==> config.mk <==
export PLATFORM = sky130hd
export DESIGN_NAME = mem_stage
export DESIGN_NICKNAME = d
export VERILOG_FILES = /design/src/rtl/pipeline_types.sv /design/src/rtl/rv32_isa.sv /design/src/rtl/mem_lane_align.sv /design/src/rtl/mem_stage.sv
export SDC_FILE = /design/constraint.sdc
export NUM_CORES = 1
export LEC_CHECK = 0
export ABC_AREA = 1
export CAP_MARGIN = 20
export CORE_MARGIN = 3
export CORE_UTILIZATION = 55
export CTS_CLUSTER_DIAMETER = 60
export DETAILED_ROUTE_END_ITERATION = 6
export DONT_BUFFER_PORTS = 1
export PLACE_DENSITY = 0.7
export SLEW_MARGIN = 25
export SYNTH_ARGS = -nofsm -noshare
export SYNTH_HDL_FRONTEND = slang
export SYNTH_SLANG_ARGS = --single-unit
==> constraint.sdc <==
create_clock -name clk -period 3.8 [get_ports clk]
set_input_delay 0 -clock clk [delete_from_list [all_inputs] [get_ports clk]]
set_output_delay 0 -clock clk [all_outputs]
set_load 0.03 [all_outputs]
==> src/rtl/pipeline_types.sv <==
// Inter-stage payloads for the five-stage pipeline and the memory-stage FSM
// state encoding.
package pipeline_types;

  typedef struct packed {
    logic       valid;
    logic       wb_en;
    logic       mem_en;
    logic [6:0] opcode;
    logic [2:0] func3;
  } ctrl_t;

  typedef struct packed {
    logic [4:0]  addr;
    logic [31:0] data;
  } reg_t;

  typedef struct packed {
    logic [31:0] data;
  } src_t;

  typedef struct packed {
    ctrl_t ctrl;
    reg_t  rd;
    src_t  rs2;
  } ex_mem_t;

  typedef struct packed {
    ctrl_t ctrl;
    reg_t  rd;
  } mem_wb_t;

  typedef enum logic [1:0] {
    IDLE = 2'd0,
    REQ  = 2'd1,
    WAIT = 2'd2
  } mem_state_e;

endpackage

==> src/rtl/rv32_isa.sv <==
// RV32I encodings used by the memory stage: load/store opcodes, func3 width
// codes and the natural-alignment rule for a given access size.
package rv32_isa;

  localparam logic [6:0] OpLoad  = 7'b0000011;
  localparam logic [6:0] OpStore = 7'b0100011;

  localparam logic [2:0] F3Lb  = 3'b000;
  localparam logic [2:0] F3Lh  = 3'b001;
  localparam logic [2:0] F3Lw  = 3'b010;
  localparam logic [2:0] F3Lbu = 3'b100;
  localparam logic [2:0] F3Lhu = 3'b101;
  localparam logic [2:0] F3Sb  = 3'b000;
  localparam logic [2:0] F3Sh  = 3'b001;
  localparam logic [2:0] F3Sw  = 3'b010;

  // size is func3[1:0]: 00 byte, 01 half, 10 word
  function automatic logic is_aligned(input logic [1:0] size, input logic [1:0] offset);
    case (size)
      2'b01:   is_aligned = ~offset[0];
      2'b10:   is_aligned = (offset == 2'b00);
      default: is_aligned = 1'b1;
    endcase
  endfunction

endpackage

==> src/rtl/mem_lane_align.sv <==
// Byte-lane steering between the 32-bit data bus and RV32I sub-word accesses:
// load extraction/extension and store byte-enable/data replication.
module mem_lane_align
  import rv32_isa::*;
(
  input  logic [2:0]  func3,
  input  logic [1:0]  offset,
  input  logic [31:0] store_data,
  input  logic [31:0] rdata,
  output logic [3:0]  be,
  output logic [31:0] wdata,
  output logic [31:0] load_data
);

  logic [31:0] shifted;

  always_comb begin
    shifted = rdata >> {offset, 3'b000};
    case (func3)
      F3Lb:    load_data = {{24{shifted[7]}}, shifted[7:0]};
      F3Lbu:   load_data = {24'h0, shifted[7:0]};
      F3Lh:    load_data = {{16{shifted[15]}}, shifted[15:0]};
      F3Lhu:   load_data = {16'h0, shifted[15:0]};
      default: load_data = rdata;
    endcase
  end

  // Sub-word store data is replicated so every enabled lane sees the value.
  always_comb begin
    case (func3[1:0])
      2'b00: begin
        be    = 4'b0001 << offset;
        wdata = {4{store_data[7:0]}};
      end
      2'b01: begin
        be    = 4'b0011 << offset;
        wdata = {2{store_data[15:0]}};
      end
      default: begin
        be    = 4'b1111;
        wdata = store_data;
      end
    endcase
  end

endmodule

==> src/rtl/mem_stage.sv <==
// RV32I memory-access stage: pass-through for ALU ops, request/grant data
// port for loads and stores, with misalignment drop and bus timeout.
module mem_stage
  import rv32_isa::*;
  import pipeline_types::*;
#(
  parameter int TIMEOUT_CYCLES = 255
) (
  input  logic        clk,
  input  logic        rst_n,
  input  ex_mem_t     ex_mem_i,
  output logic        ex_mem_ready_o,
  output mem_wb_t     mem_wb_o,
  output logic        dmem_req_o,
  output logic        dmem_we_o,
  output logic [31:0] dmem_addr_o,
  output logic [3:0]  dmem_be_o,
  output logic [31:0] dmem_wdata_o,
  input  logic        dmem_gnt_i,
  input  logic        dmem_rvalid_i,
  input  logic [31:0] dmem_rdata_i,
  input  logic        dmem_err_i,
  output logic        misalign_o,
  output logic        bus_err_o,
  output logic [1:0]  dbg_state
);

  localparam int CntW = $clog2(TIMEOUT_CYCLES + 1);

  mem_state_e    state_q, state_d;
  logic [CntW-1:0] cnt_q;
  ctrl_t         lat_ctrl;
  reg_t          lat_rd;
  logic [31:0]   lat_store;
  logic          lat_we;
  mem_wb_t       wb_q, wb_d;
  logic          misalign_q, misalign_d;
  logic          bus_err_q, bus_err_d;
  logic          resp, timeout, done, busy;
  logic [3:0]    lane_be;
  logic [31:0]   lane_wdata, load_data;

  mem_lane_align u_lane (
    .func3      (lat_ctrl.func3),
    .offset     (lat_rd.data[1:0]),
    .store_data (lat_store),
    .rdata      (dmem_rdata_i),
    .be         (lane_be),
    .wdata      (lane_wdata),
    .load_data  (load_data)
  );

  assign busy    = (state_q != IDLE);
  // A response in REQ only counts once the request is granted in that cycle.
  assign resp    = ((state_q == REQ) & dmem_gnt_i & dmem_rvalid_i)
                 | ((state_q == WAIT) & dmem_rvalid_i);
  assign timeout = busy & ~resp & (cnt_q == CntW'(TIMEOUT_CYCLES - 1));
  assign done    = resp | timeout;

  always_comb begin
    state_d         = state_q;
    wb_d            = wb_q;
    wb_d.ctrl.valid = 1'b0;
    misalign_d      = 1'b0;
    bus_err_d       = 1'b0;
    case (state_q)
      IDLE: begin
        if (ex_mem_i.ctrl.valid) begin
          if (!ex_mem_i.ctrl.mem_en) begin
            wb_d.ctrl = ex_mem_i.ctrl;
            wb_d.rd   = ex_mem_i.rd;
          end else if (!is_aligned(ex_mem_i.ctrl.func3[1:0], ex_mem_i.rd.data[1:0])) begin
            wb_d.ctrl       = ex_mem_i.ctrl;
            wb_d.ctrl.wb_en = 1'b0;
            wb_d.rd         = ex_mem_i.rd;
            misalign_d      = 1'b1;
          end else begin
            state_d = REQ;
          end
        end
      end
      REQ: begin
        if (done)            state_d = IDLE;
        else if (dmem_gnt_i) state_d = WAIT;
      end
      WAIT: begin
        if (done) state_d = IDLE;
      end
      default: state_d = IDLE;
    endcase
    if (done) begin
      bus_err_d       = timeout | dmem_err_i;
      wb_d.ctrl       = lat_ctrl;
      wb_d.ctrl.valid = 1'b1;
      wb_d.ctrl.wb_en = lat_ctrl.wb_en & ~lat_we & ~bus_err_d;
      wb_d.rd.addr    = lat_rd.addr;
      wb_d.rd.data    = lat_we ? lat_rd.data : load_data;
    end
  end

  always_ff @(posedge clk or negedge rst_n) begin
    if (!rst_n) begin
      state_q    <= IDLE;
      cnt_q      <= '0;
      lat_ctrl   <= '0;
      lat_rd     <= '0;
      lat_store  <= '0;
      lat_we     <= 1'b0;
      wb_q       <= '0;
      misalign_q <= 1'b0;
      bus_err_q  <= 1'b0;
    end else begin
      state_q    <= state_d;
      cnt_q      <= busy ? cnt_q + CntW'(1) : '0;
      wb_q       <= wb_d;
      misalign_q <= misalign_d;
      bus_err_q  <= bus_err_d;
      if (state_q == IDLE && state_d == REQ) begin
        lat_ctrl  <= ex_mem_i.ctrl;
        lat_rd    <= ex_mem_i.rd;
        lat_store <= ex_mem_i.rs2.data;
        lat_we    <= (ex_mem_i.ctrl.opcode == OpStore);
      end
    end
  end

  assign ex_mem_ready_o = (state_q == IDLE);
  assign mem_wb_o       = wb_q;
  assign misalign_o     = misalign_q;
  assign bus_err_o      = bus_err_q;
  assign dmem_req_o     = (state_q == REQ);
  assign dmem_we_o      = lat_we;
  assign dmem_addr_o    = {lat_rd.data[31:2], 2'b00};
  assign dmem_be_o      = busy ? lane_be : 4'b0000;
  assign dmem_wdata_o   = busy ? lane_wdata : 32'h0;
  assign dbg_state      = state_q;

endmodule
* Word level (Yosys, flattened, before mapping)
Cells that the tools add are included.
** Word-level totals
- Register bits :: 144
- Input port bits :: 119
- Output and inout port bits :: 125
- Word-level logic and storage cells :: 86
** Cells by class
- $add $sub $neg :: 1
- Equality and inequality tests :: 12
- Shift-type cells :: 3
- Mux-type cells :: 28
- Bitwise gates (word level) :: 14
- Reduce and logical (&&, ||, !) cells :: 9
** Operators by type and width (number)
- $mux W50 :: 5
- $pmux W32 S4 :: 1
- $mux W32 :: 2
- $pmux W32 S2 :: 1
- $shr A32 B5 Y16 :: 1
- $mux W2 :: 6
- $add A8 B1 Y8 const B :: 1
- $eq A2 B1 Y1 const B :: 4
- $eq A8 B8 Y1 const B :: 1
- $mux W1 :: 8
- $mux W8 :: 1
- $pmux W4 S2 :: 1
- $and A1 B1 Y1 :: 7
- $eq A7 B6 Y1 const B :: 1
- $eq A3 B3 Y1 const B :: 2
- $logic_not A2 Y1 :: 3
- $pmux W2 S3 :: 1
- $reduce_bool A2 Y1 :: 3
- $eq A2 B2 Y1 const B :: 2
- $mux W4 :: 1
- $not A1 Y1 :: 4
- $shl A1 B2 Y4 const A :: 1
- $shl A2 B2 Y4 const A :: 1
- $eq A3 B1 Y1 const B :: 1
- other kinds (6) :: 8

* Logic depth before layout (Yosys ltp)
Gate-level depths: netlist of the first run.
- Depth after elaboration :: 12
- Depth in mapped cells :: 12
- Mapped depth without buffers :: 11

* Cells and area by module
From an unflattened synthesis of the first run, not the netlist that was laid out.
** Unflattened totals
- Cells, all modules :: 1268
- Area, all modules :: 8579.5 um^2
** Modules (own cells, without submodules)
- mem_stage :: instances 1, cells an instance 1014, area an instance 7345.8 um^2, seq. area each 3603.5 um^2
- mem_lane_align :: instances 1, cells an instance 254, area an instance 1233.7 um^2, seq. area each 0.0 um^2

* Least setup slack after synthesis of the first run
Ideal clock, no wire load.
- Kind :: register to output
- Start point :: reg state_q[1], in the netlist dbg_state[1]
- End point :: out dmem_wdata_o[18]
- Arrival :: 1617 ps
- Required time :: 3800 ps
- Path slack :: 2183 ps
- Cell stages (with the launch flop) :: 6
- Buffers on the path :: 1
- Cell sequence :: dfrtp_1 nor2_4 inv_2 clkbuf_1 o21ai_0 a21oi_1
** On the way
- Cells in the longest elaborated chain, start to end :: 2
** Ends and longest elaborated chain
- start, declared :: line mem_stage.sv:30 : mem_state_e state_q, state_d;
- start signal, assigned :: line mem_stage.sv:113 : state_q <= state_d;
- $reduce_bool A2 Y1 :: line mem_stage.sv:53 : assign busy = (state_q != IDLE);
- $mux W32 :: line mem_stage.sv:135 : assign dmem_wdata_o = busy ? lane_wdata : 32'h0;
- end, declared :: line mem_stage.sv:18 : output logic [31:0] dmem_wdata_o,
Every way passes these cells.

* Final worst setup path of the first run
- Start point :: reg lat_ctrl[1] (netlist name)
- End point :: reg wb_q, in the netlist mem_wb_o[18]
** On the way
- Cells in the longest elaborated chain, start to end :: 4
- Elaborated cells between the ends (all ways) :: 7
- Classes of those cells :: eq/ne: 3; mux: 3; reduce/logical: 1
** Ends and longest elaborated chain
- start, declared :: line mem_stage.sv:32 : ctrl_t lat_ctrl;
- start signal, assigned :: line mem_stage.sv:119 : lat_ctrl <= ex_mem_i.ctrl;
- $eq A3 B3 Y1 (tied with other cells) :: line mem_lane_align.sv:19 : case (func3)
- $pmux W32 S4 (*) :: line mem_lane_align.sv:19
- $mux W32 (*) :: line mem_stage.sv:97 : wb_d.rd.data = lat_we ? lat_rd.data : load_data;
- $mux W50 (*) :: line mem_stage.sv:91 : if (done) begin
- end signal, assigned :: line mem_stage.sv:115 : wb_q <= wb_d;
- end, declared :: line mem_stage.sv:36 : mem_wb_t wb_q, wb_d;
Mark *: on every way between the ends. The rest lies on a longest branch, timed or not.
A chain may end at the register's enable or synchronous reset.

==> impl_metrics.env, run 1 <==
export IMPL_status="finished, final reports clean"
export IMPL_whs_path_depth=8
export IMPL_busiest_layer="met2"
export IMPL_synth_edf_count=0
export IMPL_ys_types=33
export IMPL_core_um2=14000
export IMPL_antenna_found_initial=0
export IMPL_worst_slack_ns=0.311
export IMPL_placedCellCount=1186
export IMPL_ant_nets=0
export IMPL_grt_use_total_pct=30.7
export IMPL_numCtsBuffers=17
export IMPL_tightest_slew_ns=1.03
export IMPL_period_share_pct=91.8
export IMPL_root_buffer="clkbuf_16"
export IMPL_critical_path_required_ns=4.15
export IMPL_clock_sinks=144
export IMPL_fin_cells=1340
export IMPL_crit_type="reg -> reg"
export IMPL_tritoncts="yes"
export IMPL_async_reset_ff_share_pct=100
export IMPL_grtUsageMet1_pct=40.3
export IMPL_netlist_area_leader_share_pct=45.6
export IMPL_gp_congestion=0.892
export IMPL_clkLatencyLatePin_ns=0.42
export IMPL_ff2ff_setup_slack_ns=0.31
export IMPL_crit_arrival_ns=3.84
export IMPL_syn_area_per_cell_um2=7.21
export IMPL_max_slew_margin_rel_pct=30.7
export IMPL_rows=43
export IMPL_final_layout_size_suffix_gt1_share_pct=5.34
export IMPL_first_iter_violations=625
export IMPL_vias_per_cell=5.63
export IMPL_clockBufferDepth=2
export IMPL_portBuffers=0
export IMPL_hpwl_um=15800
export IMPL_final_cell_area_um2=9530
export IMPL_final_util_pct=68.1
export IMPL_grt_pass1_wl_um=38700
export IMPL_met2_usage_pct=48.5
export IMPL_wl_per_cell_um=18.4
export IMPL_dieArea_um2=15800
export IMPL_drt_wl_total_um=24600
export IMPL_ys_flop_type="dfrtp_1"
export IMPL_die_y_um=126
export IMPL_final_hold_violation_count=0
export IMPL_drtPass1Iterations=6
export IMPL_grt_max_degree=145
export IMPL_cts_htree_levels=4
export IMPL_crit_top_cell="nand2_2"
export IMPL_finalSetupTns_ns=0
export IMPL_path_max_fanout=60
export IMPL_ys_seq_elements=144
export IMPL_synthesis_instances=1095
export IMPL_hp_start="dmem_rdata_i[13]"
export IMPL_drc_errors=0
export IMPL_ir_drop_uv=645
export IMPL_crit_path_start_kind="flip-flop"
export IMPL_timing_rr_start="lat_ctrl[1]$_DFFE_PN0P_"
export IMPL_fin_crit_ns=3.49
export IMPL_use_met3_pct=9.58
export IMPL_pin_count=244
export IMPL_r2r_cells=8
export IMPL_r2r_end="mem_wb_o[18]$_DFFE_PN0P_"
export IMPL_vias=7542
export IMPL_min_path_type="in -> reg"
export IMPL_postPlaceCellArea_um2=7610
export IMPL_path_cells="inv_2 -> nand2_1 -> nor2_1 -> nand2_2 -> nand2_2 -> o21ai_0 -> nand3_1 -> dlygate4sd3_1"
export IMPL_overflow=0
export IMPL_diodes=0
export IMPL_slew_viol_final=0
export IMPL_fmax_ghz=0.287
export IMPL_synth_area_leader_cell="dfrtp_1"
export IMPL_preCtsSetupSlack_ns=0.950
export IMPL_start_util_pct=56.5
export IMPL_die_w_um=126
export IMPL_cp_slowest_stage_delay_ns=0.83
export IMPL_syn2layout_area_growth_pct=20.6
export IMPL_setup_viol=0
export IMPL_ys_seq_area_share_pct=45.6
export IMPL_p_total_mw=8.80
export IMPL_power_density_nw_per_um2=924
export IMPL_p_leak_nw=4.83
export IMPL_ys_top_cells_by_area="dfrtp_1 46%, nand2_1 16%, nand3_1 7.7%"
export IMPL_rsz0062_at_grt="false"
export IMPL_end_kind="flip-flop"
export IMPL_maxCapViolations=0
export IMPL_min_to="mem_wb_o[13]$_DFFE_PN0P_"
export IMPL_first_global_vias=7125
export IMPL_syn_area_um2=7900
export IMPL_num_nets_final=1270
export IMPL_slowest_stage="inv_2"
export IMPL_timing_hold_ws_ns=0.0333
export IMPL_skew_ns=0.00830
export IMPL_ys_warn_count=0
export IMPL_clk_pin_slew_worst_paths_ns=0.06
## cells in the final DEF, fill, tap and decap left out, types with 17 or more instances in the layout
master / n
a21oi_1: 41
clkbuf_16: 17
dfrtp_1: 144
dlygate4sd3_1: 121
inv_1: 56
nand2_1: 335
nand3_1: 122
nor2_1: 153
o21ai_0: 76
o21ai_1: 19
## worst max path at each step
| stage | startpoint | to | slack [ns] | cells past startpoint |
|---|---|---|---|---|
| after floorplan | dbg_state[1]$_DFF_PN0_ | dmem_wdata_o[18] | 2.18 | 5 |
| after global placement | lat_ctrl[1]$_DFFE_PN0P_ | mem_wb_o[17]$_DFFE_PN0P_ | 1.05 | 7 |
| after detailed placement | lat_ctrl[1]$_DFFE_PN0P_ | mem_wb_o[16]$_DFFE_PN0P_ | 0.95 | 7 |
| after CTS | lat_ctrl[1]$_DFFE_PN0P_ | mem_wb_o[29]$_DFFE_PN0P_ | 0.39 | 8 |
| after global routing | lat_ctrl[1]$_DFFE_PN0P_ | mem_wb_o[29]$_DFFE_PN0P_ | 0.02 | 8 |
| final | lat_ctrl[1]$_DFFE_PN0P_ | mem_wb_o[18]$_DFFE_PN0P_ | 0.31 | 8 |
## sequential cells by signal, summed over array words and instances, names as in the netlist
name and flops:
lat_store 32, cnt_q 8, bus_err_o 1, misalign_o 1, mem_wb_o 50, lat_rd 7, dmem_we_o 1, dmem_addr_o 30
lat_ctrl 12, dbg_state 2
## power breakdown
part           switching [mW]  total [mW]  internal, mW  leakage, nW
Clock                   0.666        1.92          1.25        0.334
Combinational            2.17        3.17         0.996         2.73
Sequential               1.51        3.72          2.20         1.76
Total                    4.36        8.80          4.45         4.83
## cells in the mapped netlist, drive strengths merged, types with 2 or more instances
master	count
nand2	344
nand4	3
o211ai	2
nor2	155
a21oi	41
buf	76
nand3	123
inv	64
o31ai	2
a22oi	5
o21ai	95
o22ai	11
dfrtp	144
ha	4
clkbuf	21
## layout make-up
class	instances	area [um2]
clock buffer	18	439
clock inverter	14	235
fill	1135	4460
inverter	65	251
multi-input combinational	790	3470
sequential	144	3600
tap	180	225
timing repair buffer	129	1300
## kinds of logic after synthesis
family          Yosys count  share of synthesized area [%]
flops                   144                           45.6
simple gates            627                           32.6
buf+inv                 162                           10.6
compound gates          157                           10.5
other cells               1                         0.0475
fa+ha+maj                 4                          0.634
## worst max-delay path: cells and delay by family, from the launching register on
family,cells,cell delay [ns]
AND/OR/NAND/NOR,5,1.24
AO/OA/AOI/OAI,1,0.15
flip-flops,1,0.63
buffers and inverters,2,1.39
## repair_timing
action                    in CTS  in global routing
hold buffers                 122                  0
buffers inserted               0                  0
gates resized for setup        0                  0
hold endpoints to repair     277                  0
## routing by layer
| metal | vias up | wire (um) |
|---|---|---|
| li1 | 3593 | - |
| met1 | 3528 | 9790 |
| met2 | 373 | 11600 |
| met3 | 48 | 2540 |
| met4 | 0 | 658 |
| met5 | - | 0 |
Power figures use the tool's default switching activity.
==> run 2: changes to the inputs <==
RECOVER_POWER = 100   (was not set)
==> run 2 against run 1 <==
  * The flow now finishes with violations (max-capacitance violations, max-slew violations)
  * First-iteration DRC count increased by 1.8%
  * Largest power group unchanged
  * Count of clock-buffer cells in the layout unchanged
  * Cell count stayed put
  * Via count hardly changed
  * Critical path type unchanged
  * Largest cell class unchanged
  * Non-clock buffer count unchanged
==> impl_metrics.env, run 2 (same netlist as run 1, synthesis figures left out) <==
export IMPL_cp_slowest_stage_delay_ns=0.62
export IMPL_drt_wl_total_um=24700
export IMPL_mostFrequentLayoutCell="nand2_1"
export IMPL_slew_viol_final=177
export IMPL_fillers=1144
export IMPL_num_nets_final=1270
export IMPL_tritoncts="yes"
export IMPL_power_density_nw_per_um2=927
export IMPL_final_layout_size_suffix_gt1_share_pct=4.83
export IMPL_pin_count=244
export IMPL_drtPass1Iterations=5
export IMPL_numCtsBuffers=17
export IMPL_first_global_vias=7125
export IMPL_crit_top_cell="nand2_1"
export IMPL_first_iter_violations=636
export IMPL_postPlaceCellArea_um2=7610
export IMPL_finalSetupTns_ns=0
export IMPL_die_w_um=126
export IMPL_fin_crit_ns=3.54
export IMPL_vias_per_cell=5.62
export IMPL_setup_viol=0
export IMPL_clkLatencyLatePin_ns=0.42
export IMPL_wl_per_cell_um=18.4
export IMPL_grt_max_degree=145
export IMPL_drc_errors=0
export IMPL_maxCapViolations=2
export IMPL_seqCellArea_um2=3600
export IMPL_skew_ns=0.00800
export IMPL_dieArea_um2=15800
export IMPL_overflow=0
export IMPL_fmax_ghz=0.283
export IMPL_max_slew_margin_rel_pct=-117
export IMPL_multi_input_area_um2=3450
export IMPL_core_um2=14000
export IMPL_layout_common_cells="338 x nand2_1, 154 x nor2_1, 144 x dfrtp_1, 122 x nand3_1, 121 x dlygate4sd3_1"
export IMPL_portBuffers=0
export IMPL_die_y_um=126
export IMPL_start_util_pct=56.5
export IMPL_post_cts_buffers=0
export IMPL_p_leak_nw=4.81
export IMPL_largest_reg_flops=50
export IMPL_crit_type="reg -> reg"
export IMPL_crit_path_start_kind="flip-flop"
export IMPL_syn2layout_area_growth_pct=20.0
export IMPL_vias=7535
export IMPL_path_max_fanout=43
export IMPL_clock_sinks=144
export IMPL_clockBufferDepth=2
export IMPL_rows=43
export IMPL_root_buffer="clkbuf_16"
export IMPL_rsz0062_at_grt="false"
export IMPL_grt_pass1_wl_um=38700
export IMPL_final_cell_area_um2=9480
export IMPL_crit_arrival_ns=3.89
export IMPL_cp_top_family="buffers and inverters"
export IMPL_clk_pin_slew_worst_paths_ns=0.06
export IMPL_antenna_found_initial=0
export IMPL_ir_drop_uv=632
export IMPL_slowest_stage="nor2_1"
export IMPL_violations="max-capacitance violations, max-slew violations"
export IMPL_min_path_type="in -> reg"
export IMPL_cts_htree_levels=4
export IMPL_crit_buf_inv=4
export IMPL_status="finished with violations"
export IMPL_period_share_pct=93.0
export IMPL_gp_congestion=0.892
export IMPL_critical_path_required_ns=4.15
export IMPL_grt_use_total_pct=30.7
export IMPL_diodes=0
export IMPL_path_cells="nor2_1 -> buf_4 -> nor2_1 -> nand2_1 -> nand2_1 -> inv_2 -> nand2_4 -> inv_4 -> nand2_1 -> nand3_1 -> dlygate4sd3_1"
export IMPL_final_hold_violation_count=0
export IMPL_tightest_slew_ns=3.26
export IMPL_hpwl_um=15800
export IMPL_final_util_pct=67.8
export IMPL_end_kind="flip-flop"
export IMPL_ant_nets=0
## run 2: changes by cell type in the layout (fill, tap and decap cells not counted), moves of 2 or more
cell,before,now
buf_4,6,4
nand2_1,335,338
nand2_2,7,4
o21ai_0,76,81
o21ai_1,19,14
## run 2: worst min-delay path: stages
cell     delay [ns]
nand2_1        0.03
nand3_1        0.07
nand2_1        0.05
nand3_1        0.07
nand2_1        0.05
nand2_1        0.05
nand2_1        0.04
nand2_1        0.04
## run 2: final cells by class
class / instances / share of cell area, %
clock buffers: 18 / 4.63
clock inverters: 14 / 2.48
inverters: 65 / 2.65
multi-input cells: 790 / 36.4
flip-flops and latches: 144 / 38.0
well taps: 180 / 2.38
repair buffers: 129 / 13.5
## run 2: timing repair
action	in CTS	in global routing
resized for setup	0	0
setup endpoints to repair	0	0
hold endpoints to repair	277	0
hold buffers	122	0
## run 2: layer usage
layer / track usage, % / up-vias / part of all wire [%] / wire length [um]
met2: 48.5 / 350 / 47 / 11700
met4: 10.7 / 0 / 2.5 / 628
li1: - / 3591 / - / -
met5: 0 / - / 0 / 0
met3: 9.58 / 45 / 9.2 / 2270
met1: 40.3 / 3549 / 41 / 10100
## run 2: power by group
| group | leakage [nW] | switching (mW) | internal, mW |
|---|---|---|---|
| sequential | 1.76 | 1.51 | 2.20 |
| clock | 0.334 | 0.661 | 1.25 |
| combinational | 2.71 | 2.17 | 0.984 |
## run 2: path summary, 6_finish.rpt
path                                                start                         to  slack [ns]  depth (start not counted)
worst min-delay path                     dmem_rdata_i[12]   mem_wb_o[12]$_DFFE_PN0P_        0.03                          8
worst min register to register  lat_store[22]$_DFFE_PN0P_  lat_store[22]$_DFFE_PN0P_        0.46                          2
min in group asynchronous                           rst_n   mem_wb_o[39]$_DFFE_PN0P_        1.26                          2
worst max-delay path               dbg_state[1]$_DFF_PN0_   mem_wb_o[20]$_DFFE_PN0P_        0.26                         11
worst max register to register     dbg_state[1]$_DFF_PN0_   mem_wb_o[20]$_DFFE_PN0P_        0.26                         11
max in group asynchronous                           rst_n    mem_wb_o[5]$_DFFE_PN0P_        0.60                          2
## run 2: stage by stage
| stage | setup WS, ns | cells | hold slack [ns] | power [mW] |
|---|---|---|---|---|
| 6_report | 0.265 | 1340 | 0.0295 | 8.79 |
| 5_1_grt | 0.0121 | 1340 | 0.0782 | 9.32 |
| 4_1_cts | 0.393 | 1340 | 0.0194 | 8.77 |
| 3_5_place_dp | 0.950 | 1186 | -0.290 | 6.54 |
| 3_3_place_gp | 1.05 | 1186 | -0.291 | 6.48 |
| 2_1_floorplan | 2.18 | 1096 | -0.296 | 6.11 |
